### config.mk
export PLATFORM = sky130hd
export DESIGN_NAME = sgd_x_updated_gen
export DESIGN_NICKNAME = d
export VERILOG_FILES = /design/src/rtl/sgd_x_updated_gen.sv
export SDC_FILE = /design/constraint.sdc
export NUM_CORES = 2
export LEC_CHECK = 0
export CORE_AREA = 2 2 353 355
export DETAILED_ROUTE_END_ITERATION = 8
export DIE_AREA = 0 0 355 357
export DONT_BUFFER_PORTS = 1
export GPL_TIMING_DRIVEN = 0
export PLACE_DENSITY_LB_ADDON = 0.2
export SLEW_MARGIN = 40
export SYNTH_ARGS = -nofsm -noshare
export SYNTH_HDL_FRONTEND = slang
export SYNTH_SLANG_ARGS = --single-unit
### constraint.sdc
create_clock -name clk -period 9 [get_ports clk]
set_input_delay 1.8 -clock clk [delete_from_list [all_inputs] [get_ports clk]]
set_output_delay 1.8 -clock clk [all_outputs]
set_load 0.03 [all_outputs]
### src/rtl/sgd_x_updated_gen.sv
// sgd_x_updated_gen: applies one SGD step per model chunk.
// Gradient chunks arrive in chunk-index order; the matching model chunk is
// read from BRAM, each 32-bit lane becomes sat32(x - (g >>> step)), and the
// result is emitted for write-back. Throughput is one chunk per cycle with
// no stall. A chunk tagged "last" marks the end of one full model update.
module sgd_x_updated_gen #(
  parameter int LANES       = 8,
  parameter int ADDR_W      = 8,
  parameter int CHUNK_SHIFT = 6,
  parameter int RD_LAT      = 1
) (
  input  logic                  clk,
  input  logic                  rst_n,
  input  logic                  started,
  input  logic [31:0]           dimension,
  input  logic [4:0]            step_shift,
  input  logic                  grad_valid,
  input  logic [ADDR_W-1:0]     grad_addr,
  input  logic [LANES*32-1:0]   grad_data,
  output logic                  x_rd_en,
  output logic [ADDR_W-1:0]     x_rd_addr,
  input  logic [LANES*32-1:0]   x_rd_data,
  output logic                  x_updated_wr_en,
  output logic [ADDR_W-1:0]     x_updated_wr_addr,
  output logic [LANES*32-1:0]   x_updated_wr_data,
  output logic                  update_done,
  output logic [31:0]           update_count,
  output logic                  update_error,
  output logic [31:0]           state_counters
);

  localparam int DW = LANES * 32;
  // Stage 0 drives the BRAM address; stage NS-1 lines up with the read data.
  localparam int NS = RD_LAT + 1;

  typedef enum logic [2:0] {
    S_IDLE  = 3'd0,
    S_CHECK = 3'd1,
    S_RUN   = 3'd2,
    S_FLUSH = 3'd3,
    S_ERROR = 3'd4
  } state_t;

  state_t              state_reg;
  logic                started_reg;
  logic [31:0]         dimension_reg;
  logic [4:0]          step_shift_reg;
  logic [11:0]         chunk_index_reg;
  logic [31:0]         update_count_reg;
  logic                update_done_reg;
  logic                update_error_reg;

  logic [NS-1:0]       p_valid_reg;
  logic [NS-1:0]       p_last_reg;
  logic [ADDR_W-1:0]   p_addr_reg [NS];
  logic [DW-1:0]       p_grad_reg [NS];

  logic                wr_en_reg;
  logic [ADDR_W-1:0]   wr_addr_reg;
  logic [DW-1:0]       wr_data_reg;
  logic [DW-1:0]       x_new;

  logic [11:0]         num_chunks;
  logic                accept;
  logic                addr_match;
  logic                is_last;
  logic                acc_last;
  logic                drain;
  logic                more_last;

  // Ceiling of dimension / chunk size, truncated to the 12-bit index space.
  assign num_chunks = 12'(dimension_reg >> CHUNK_SHIFT)
                    + {11'd0, |dimension_reg[CHUNK_SHIFT-1:0]};

  assign accept     = grad_valid && started_reg &&
                      (state_reg == S_RUN || state_reg == S_FLUSH);
  assign addr_match = (32'(grad_addr) == 32'(chunk_index_reg));
  assign is_last    = (chunk_index_reg == num_chunks - 12'd1);
  // Only an in-order final chunk closes an update; a mismatched one does not.
  assign acc_last   = accept && addr_match && is_last;
  // The final chunk of an update is being written at this edge.
  assign drain      = p_valid_reg[NS-1] && p_last_reg[NS-1];
  // Another update's final chunk is still in flight (or entering now).
  assign more_last  = |(p_valid_reg[NS-2:0] & p_last_reg[NS-2:0]) || acc_last;

  // Capture run configuration so the datapath only sees stable copies.
  always_ff @(posedge clk) begin
    dimension_reg  <= dimension;
    step_shift_reg <= step_shift;
  end

  // Control FSM: chunk ordering, update completion and the sticky error.
  always_ff @(posedge clk or negedge rst_n) begin
    if (!rst_n) begin
      started_reg      <= 1'b0;
      state_reg        <= S_IDLE;
      chunk_index_reg  <= '0;
      update_count_reg <= '0;
      update_done_reg  <= 1'b0;
      update_error_reg <= 1'b0;
    end else begin
      started_reg     <= started;
      update_done_reg <= 1'b0;
      if (!started_reg) begin
        state_reg       <= S_IDLE;
        chunk_index_reg <= '0;
      end else begin
        case (state_reg)
          S_IDLE: begin
            state_reg        <= S_CHECK;
            update_error_reg <= 1'b0;
          end
          S_CHECK: begin
            chunk_index_reg <= '0;
            if (num_chunks == 12'd0) begin
              state_reg        <= S_ERROR;
              update_error_reg <= 1'b1;
            end else begin
              state_reg <= S_RUN;
            end
          end
          S_RUN, S_FLUSH: begin
            if (accept) begin
              if (!addr_match)
                update_error_reg <= 1'b1;
              else if (is_last)
                chunk_index_reg <= '0;
              else
                chunk_index_reg <= chunk_index_reg + 12'd1;
            end
            if (state_reg == S_FLUSH && drain) begin
              update_done_reg  <= 1'b1;
              update_count_reg <= update_count_reg + 32'd1;
            end
            if (accept && !addr_match)
              state_reg <= S_ERROR;
            else if (state_reg == S_RUN) begin
              if (acc_last)
                state_reg <= S_FLUSH;
            end else if (drain && !more_last)
              state_reg <= S_RUN;
          end
          default: state_reg <= S_ERROR;
        endcase
      end
    end
  end

  // Pipeline valids and last tags; flushed by reset so nothing writes after it.
  always_ff @(posedge clk or negedge rst_n) begin
    if (!rst_n) begin
      p_valid_reg <= '0;
      p_last_reg  <= '0;
      wr_en_reg   <= 1'b0;
    end else begin
      p_valid_reg <= {p_valid_reg[NS-2:0], accept};
      p_last_reg  <= {p_last_reg[NS-2:0], acc_last};
      wr_en_reg   <= p_valid_reg[NS-1];
    end
  end

  // Address/gradient travel alongside the BRAM read; result is registered.
  always_ff @(posedge clk) begin
    p_addr_reg[0] <= grad_addr;
    p_grad_reg[0] <= grad_data;
    for (int i = 1; i < NS; i++) begin
      p_addr_reg[i] <= p_addr_reg[i-1];
      p_grad_reg[i] <= p_grad_reg[i-1];
    end
    wr_addr_reg <= p_addr_reg[NS-1];
    wr_data_reg <= x_new;
  end

  // Per-lane saturating update: 33-bit difference clamped to int32 range.
  generate
    for (genvar gi = 0; gi < LANES; gi++) begin : g_lane
      logic signed [31:0] x_old;
      logic signed [31:0] g;
      logic signed [31:0] g_sh;
      logic        [32:0] diff;
      assign x_old = x_rd_data[32*gi +: 32];
      assign g     = p_grad_reg[NS-1][32*gi +: 32];
      assign g_sh  = g >>> step_shift_reg;
      assign diff  = {x_old[31], x_old} - {g_sh[31], g_sh};
      assign x_new[32*gi +: 32] = (diff[32] == diff[31]) ? diff[31:0]
                                : (diff[32] ? 32'h8000_0000 : 32'h7FFF_FFFF);
    end
  endgenerate

  assign x_rd_en           = p_valid_reg[0];
  assign x_rd_addr         = p_addr_reg[0];
  assign x_updated_wr_en   = wr_en_reg;
  assign x_updated_wr_addr = wr_addr_reg;
  assign x_updated_wr_data = wr_data_reg;
  assign update_done       = update_done_reg;
  assign update_count      = update_count_reg;
  assign update_error      = update_error_reg;
  assign state_counters    = {state_reg, chunk_index_reg, update_count_reg[16:0]};

endmodule

==> Yosys cells after proc, flatten, opt, wreduce, memory -nomap -nowiden <==
Memory sizes are Yosys's and may differ from the RTL's. A register that Yosys moved wholly into a read port is not among the register bits.
Index checks and enable logic that the tools add are counted.
{ "classes": {"eq_ne": 21, "n_bitwise": 1, "mux": 35, "shifts": 8, "n_addsub": 12, "n_reduce_logical": 21} }
{ "ops": {"columns": ["op", "n"], "rows": [
  ["$mux W32", 16],
  ["$sub A32 B32 Y33", 8],
  ["$sshr A32 B5 Y32", 8],
  ["$mux W12", 4],
  ["$add A32 B1 Y32 const B", 1],
  ["$pmux W12 S2", 1],
  ["$mux W3", 6],
  ["$add A12 B1 Y12", 1],
  ["$add A12 B1 Y12 const B", 1],
  ["$eq A12 B12 Y1", 1],
  ["$eq A8 B12 Y1", 1],
  ["$logic_not A12 Y1", 1],
  ["$sub A12 B1 Y12 const B", 1],
  ["$ne A5 B5 Y1 const B", 2],
  ["$pmux W3 S3", 1],
  ["$eq A1 B1 Y1", 8],
  ["$logic_and A1 B1 Y1", 8],
  ["$eq A3 B2 Y1 const B", 2],
  ["$mux W1", 6],
  ["$ne A2 B2 Y1 const B", 3],
  ["$ne A3 B3 Y1 const B", 2],
  ["$reduce_and A3 Y1", 2],
  ["$reduce_or A6 Y1", 1],
  ["$reduce_and A5 Y1", 1],
  ["10 further kinds", 12]
]} }
{ "word_totals": {"mem_count": 2, "output_inout_bits": 340, "word_cells": 112, "ff_bits": 334, "ram_bits": 528, "inputBits": 561} }
{ "memory_table": {"columns": ["memory", "depth", "word_bits", "read_ports", "rd_clocked_by_memory_dff", "write_ports", "line_no", "text"], "rows": [
  ["p_grad_reg", 2, 256, 2, 0, 2, "56", "logic [DW-1:0] p_grad_reg [NS];"],
  ["p_addr_reg", 2, 8, 2, 1, 2, "55", "logic [ADDR_W-1:0] p_addr_reg [NS];"]
]} }

==> Longest topological paths before layout <==
{ "logic_depth": {"word_depth": 13, "ltp_mapped": 25, "mapped_depth_nobuf": 21} }

==> Worst setup path before layout <==
OpenSTA, ideal clock, no wires.
{ "synth_path": {"path_type": "reg-to-reg", "from": "register step_shift_reg[0]", "to": "register wr_data_reg[26], in the netlist x_updated_wr_data[26]", "t_required_ns": 8.926, "t_arrival_ns": 5.600, "path_stages_with_launch": 23, "path_buffers": 6, "setup_slack_ns": 3.326, "setup_time_ns": 0.074, "synth_period_minus_slack_ns": 5.674, "path_cell_list": "dfxtp_1 > clkbuf_1 > buf_2 > buf_1 > clkbuf_1 > clkbuf_1 > nand2_1 > o21ai_0 > o21ai_0 > mux4_2 > ha_1 > fa_1 > nor2b_1 > o31a_1 > o22a_1 > a21oi_1 > o31ai_1 > a311o_1 > nand4_1 > a32oi_1 > nor2_1 > clkbuf_1 > o21ai_0"} }
{ "synth_via": {"elab_chain_len": 4, "word_cells_on_any_way": 5, "cone_classes": "1 x add/sub; 1 x eq/ne; 1 x shift; 2 x mux"} }
{ "synth_lines": {"columns": ["element", "line_no", "text"], "rows": [
  ["start: declaration", "47", "logic [4:0] step_shift_reg;"],
  ["start signal: assignment", "89", "step_shift_reg <= step_shift;"],
  ["$sshr A32 B5 Y32 (*)", "183", "assign g_sh = g >>> step_shift_reg;"],
  ["$sub A32 B32 Y33 (*)", "184", "assign diff = {x_old[31], x_old} - {g_sh[31], g_sh};"],
  ["$mux W32 / $eq A1 B1 Y1 (equally long branches)", "186, 185", null],
  ["$mux W32 (*)", "185", "assign x_new[32*gi +: 32] = (diff[32] == diff[31]) ? diff[31:0]"],
  ["net x_new[26]", "61", "logic [DW-1:0] x_new;"],
  ["end signal: assignment", "171", "wr_data_reg <= x_new;"],
  ["end: declaration", "60", "logic [DW-1:0] wr_data_reg;"]
]} }
Mark *: on every way through the listed nets, which the timed path passes. The rest lies on a longest branch.
A chain may end at the register's enable or synchronous reset.

==> Final worst setup path <==
{ "layout_path": {"from": "register step_shift_reg[1]", "to": "register wr_data_reg[72], in the netlist x_updated_wr_data[72]"} }
The elaborated chain is that of the path after synthesis.

==> reports/metrics.yaml <==
cpMostUsedCell: "sky130_fd_sc_hd__clkbuf_1"
pwr-share-clk: 0.289
die_area_sq_mm: 0.1267
synth_enable_flop_cells: 0
ys_types: 85
critical_path_peak_fanout: 10
synth_fp_nets: 5846
clk_root_buffer_cell: "sky130_fd_sc_hd__clkbuf_16"
placement.setup.worst_slack_ns: 0.5808
clk-insertion-delay-late_ns: 0.74
cts_resized: 0
path_clk_slew_ns: 0.08
final_critical_path_setup_slack_ns: 0.2618
gate_count_post_synth: 5016
design.portCount: 901
avg_cell_area_syn_sq_um: 9.292
synth_area_sq_mm: 0.04661
route.final.wire_length_microns: 249000
place.detailed.instances: 6665
detail_route.first_pass.iterations: 8
critPathTopFamily: "buffers and inverters"
worstHoldPathType: "flip-flop to flip-flop"
grt_pass1_wl_microns: 332900
finalCriticalPeriod_ns: 8.738
power_report.internal_total_mw: 7.899
power_switching_mw: 5.085
postCtsSetupBuffers: 0
p_sw_frac: 0.3916
clock_tree_from_tritoncts: "built"
timing_max_transition_violations_final: 0
initial_util: 0.3790
ir_worst_vdd_mv: 0.2171
maxCapViolCount: 0
cp_slowest_cell: "sky130_fd_sc_hd__clkbuf_1"
viasPerCell: 6.116
numClockSinks: 870
report.final.hold_viol_count: 0
cts.hold.buffers_added: 0
avgRoutedWirePerCell_microns: 36.26
critical-path-max-stage-delay_ns: 0.68
run_status: "completed"
ys_top_cells_by_area: "sky130_fd_sc_hd__dfxtp_1 (35%), sky130_fd_sc_hd__ha_1 (7.0%), sky130_fd_sc_hd__mux4_2 (6.2%), sky130_fd_sc_hd__mux2i_1 (4.6%), sky130_fd_sc_hd__nand2_1 (4.5%)"
dieWidth_microns: 355
yosysWarningCount: 0
ctsLongestPathBuffers: 3
sequentialPowerShare: 0.442
cp_num_buf_inv: 7
first_iter_violations: 4891
setup_viol: 0
vias_in_the_first_global_route: 40310
min_period_over_period: 0.9709
synth_top_flop_cell: "sky130_fd_sc_hd__dfxtp_1"
worstPathCellList: "clkbuf_1 > clkbuf_1 > clkbuf_1 > buf_2 > clkbuf_1 > mux4_2 > a21oi_1 > nor2_1 > a21oi_1 > mux2i_1 > ha_1 > fa_1 > nor2b_1 > o2111a_1 > or3_1 > a41o_1 > nand2_1 > a211oi_1 > a31o_2 > clkbuf_1 > nand2_1 > mux2_2 > clkbuf_1 > o21ai_0"
htreeDepth: 3
launch_instance_of_the_worst_min_delay_path: "p_grad_reg[0][222]$_DFF_P_"
yosys.area.top_type_share: 0.3501
power.share.combinational: 0.269
synth.cells.most_frequent: "sky130_fd_sc_hd__dfxtp_1 (815), sky130_fd_sc_hd__nand2_1 (558), sky130_fd_sc_hd__a21oi_1 (390)"
route.detailed.drc: 0
rows: 129
cts_inserted_buffers: 87
slew-limit-headroom: 0.3173
vias: 42011
yosysMostFrequentCell: "sky130_fd_sc_hd__dfxtp_1"
critPathLaunchType: "flip-flop"
dominant_cell_type_by_area_after_synthesis: "sky130_fd_sc_hd__dfxtp_1"
critical_path_arrival_ns: 9.30
grt_start_max_net_pins: 56
antenna_violating_nets_post_route: 0
synth.ff_latch_count: 870
skew_ns: 0.06013
gp_congestion: 1.044
synth_sequential_area_ratio: 0.3796
critPathKind: "flip-flop to flip-flop"
cp-startpoint: "step_shift_reg[1]$_DFF_P_"
initial_antenna_violation_count: 66
total_leakage_power_nw: 22.14
largest_reg_flops: 512
core-area_sq_mm: 0.1230
timing.critical_path.to_type: "flip-flop"
regToRegSetupSlack_ns: 0.26
grt-ovfl-total: 0
tightest_slew_ns: 1.013
timing_limited_maximum_frequency_mhz: 114.4
net_count_of_the_finished_layout: 5948
unrepaired_setup_endpoints_after_global_routing: "no"
r2r_start: "step_shift_reg[1]$_DFF_P_"
syn2layout_area_growth_pct: 11.90
power_density_mw_per_mm2: 249.0
global_route.usage.total: 0.3779
stdcell_count: 6869
dp_hpwl_microns: 204600
numPortBuffers: 0
die_height_microns: 357
final_layout_size_suffix_gt1_frac: 0.1101
synth_async_sr_flop_share: 0.06322
cp_data_required_time_ns: 9.56
## worst register-to-register path, delay by kind of cell, from the launching register on
| family | cells | cell delay (ns) |
|---|---|---|
| buffers and inverters | 7 | 3.44 |
| DFF | 1 | 0.30 |
| adders and majority gates | 2 | 0.75 |
| muxes | 3 | 1.09 |
| AOI/OAI and AO/OA | 7 | 2.41 |
| and+or+nand+nor | 5 | 0.61 |
## layout by cell type (no fill, tap or decap), drive strengths merged, types with 21 or more instances in the layout
cell type | Yosys | final
clkinv | 2 | 22
clkbuf | 209 | 331
maj3 | 76 | 76
and2 | 37 | 37
ha | 261 | 261
o211ai | 30 | 30
diode | 0 | 44
o21bai | 32 | 32
o21a | 145 | 145
dfrtp | 55 | 55
nor2b | 73 | 73
o31a | 22 | 22
and3 | 39 | 39
buf | 80 | 92
mux2 | 57 | 57
o31ai | 21 | 21
xnor2 | 172 | 172
nand3 | 84 | 84
nand2b | 40 | 40
mux2i | 214 | 214
a21oi | 391 | 391
inv | 105 | 110
a211oi | 79 | 79
a31oi | 67 | 67
xor2 | 110 | 110
dfxtp | 815 | 815
o21ai | 396 | 396
a21boi | 37 | 37
nand4 | 30 | 30
nor3 | 47 | 47
mux4 | 129 | 129
a21o | 163 | 163
nand2 | 558 | 558
nor2 | 259 | 259
## worst paths after layout
path / end / depth (start not counted)
min: p_grad_reg[0][478]$_DFF_P_ / 0
min in group asynchronous: update_count[31]$_DFFE_PN0P_ / 0
max in group asynchronous: chunk_index_reg[0]$_DFFE_PN0P_ / 0
max reg2reg: x_updated_wr_data[72]$_DFF_P_ / 24
min reg2reg: p_grad_reg[0][478]$_DFF_P_ / 0
max: x_updated_wr_data[72]$_DFF_P_ / 24
## metrics by stage
step | setup TNS, ns | cell area (sq um) | total power, mW | hold slack [ns] | utilization
2_1_floorplan | 0 | 46610 | 7.896 | 0.3096 | -
3_3_place_gp | -2.024 | 48660 | 9.171 | 0.3115 | 0.3956
3_5_place_dp | 0 | 49020 | 9.185 | 0.3121 | 0.3986
4_1_cts | 0 | 52010 | 12.96 | 0.3065 | 0.4229
5_1_grt | 0 | 52120 | 13.46 | 0.3092 | 0.4238
6_report | 0 | 52160 | 12.98 | 0.3067 | 0.4241
## final cells by class
| cell class | instances | area (sq um) |
|---|---|---|
| well taps | 1637 | 2048 |
| repair buffers | 14 | 205.2 |
| fillers | 12343 | 70840 |
| flip-flops and latches | 870 | 17690 |
| plain buffers | 288 | 1338 |
| inverters | 107 | 401.6 |
| multi-input cells | 3750 | 27370 |
| clock buffers | 121 | 2476 |
| diodes | 44 | 110.1 |
| clock inverters | 38 | 515.5 |
## power by group through the flow
stage	Combinational, mW	Clock (mW)	Sequential [mW]
global route	3.70	3.99	5.78
CTS	3.38	3.84	5.74
floorplan	2.25	0	5.64
finish	3.49	3.76	5.73
global placement	3.35	0	5.82
detailed placement	3.36	0	5.82
## per-layer routing
layer	wire, microns	track usage	share of wire	vias up
met5	278	0	0.0011	-
met3	26300	0.1212	0.11	604
met4	12420	0.1731	0.050	42
li1	-	-	-	18379
met1	101100	0.4782	0.41	20347
met2	108900	0.5858	0.44	2639
## cells by family (layout without fill, tap and decap cells)
| logic type | count (synthesis) | count (layout) | share of synthesized area |
|---|---|---|---|
| other | 0 | 44 | 0 |
| muxes | 400 | 400 | 0.1221 |
| adders and majority gates | 345 | 345 | 0.09060 |
| and+or+nand+nor | 1232 | 1232 | 0.1194 |
| AOI/OAI and AO/OA | 1490 | 1490 | 0.2009 |
| buffers and inverters | 396 | 568 | 0.03399 |
| xor gates and xnor gates | 283 | 283 | 0.05347 |
| DFF | 870 | 870 | 0.3796 |
No activity file was read; power rests on OpenSTA's default activity.
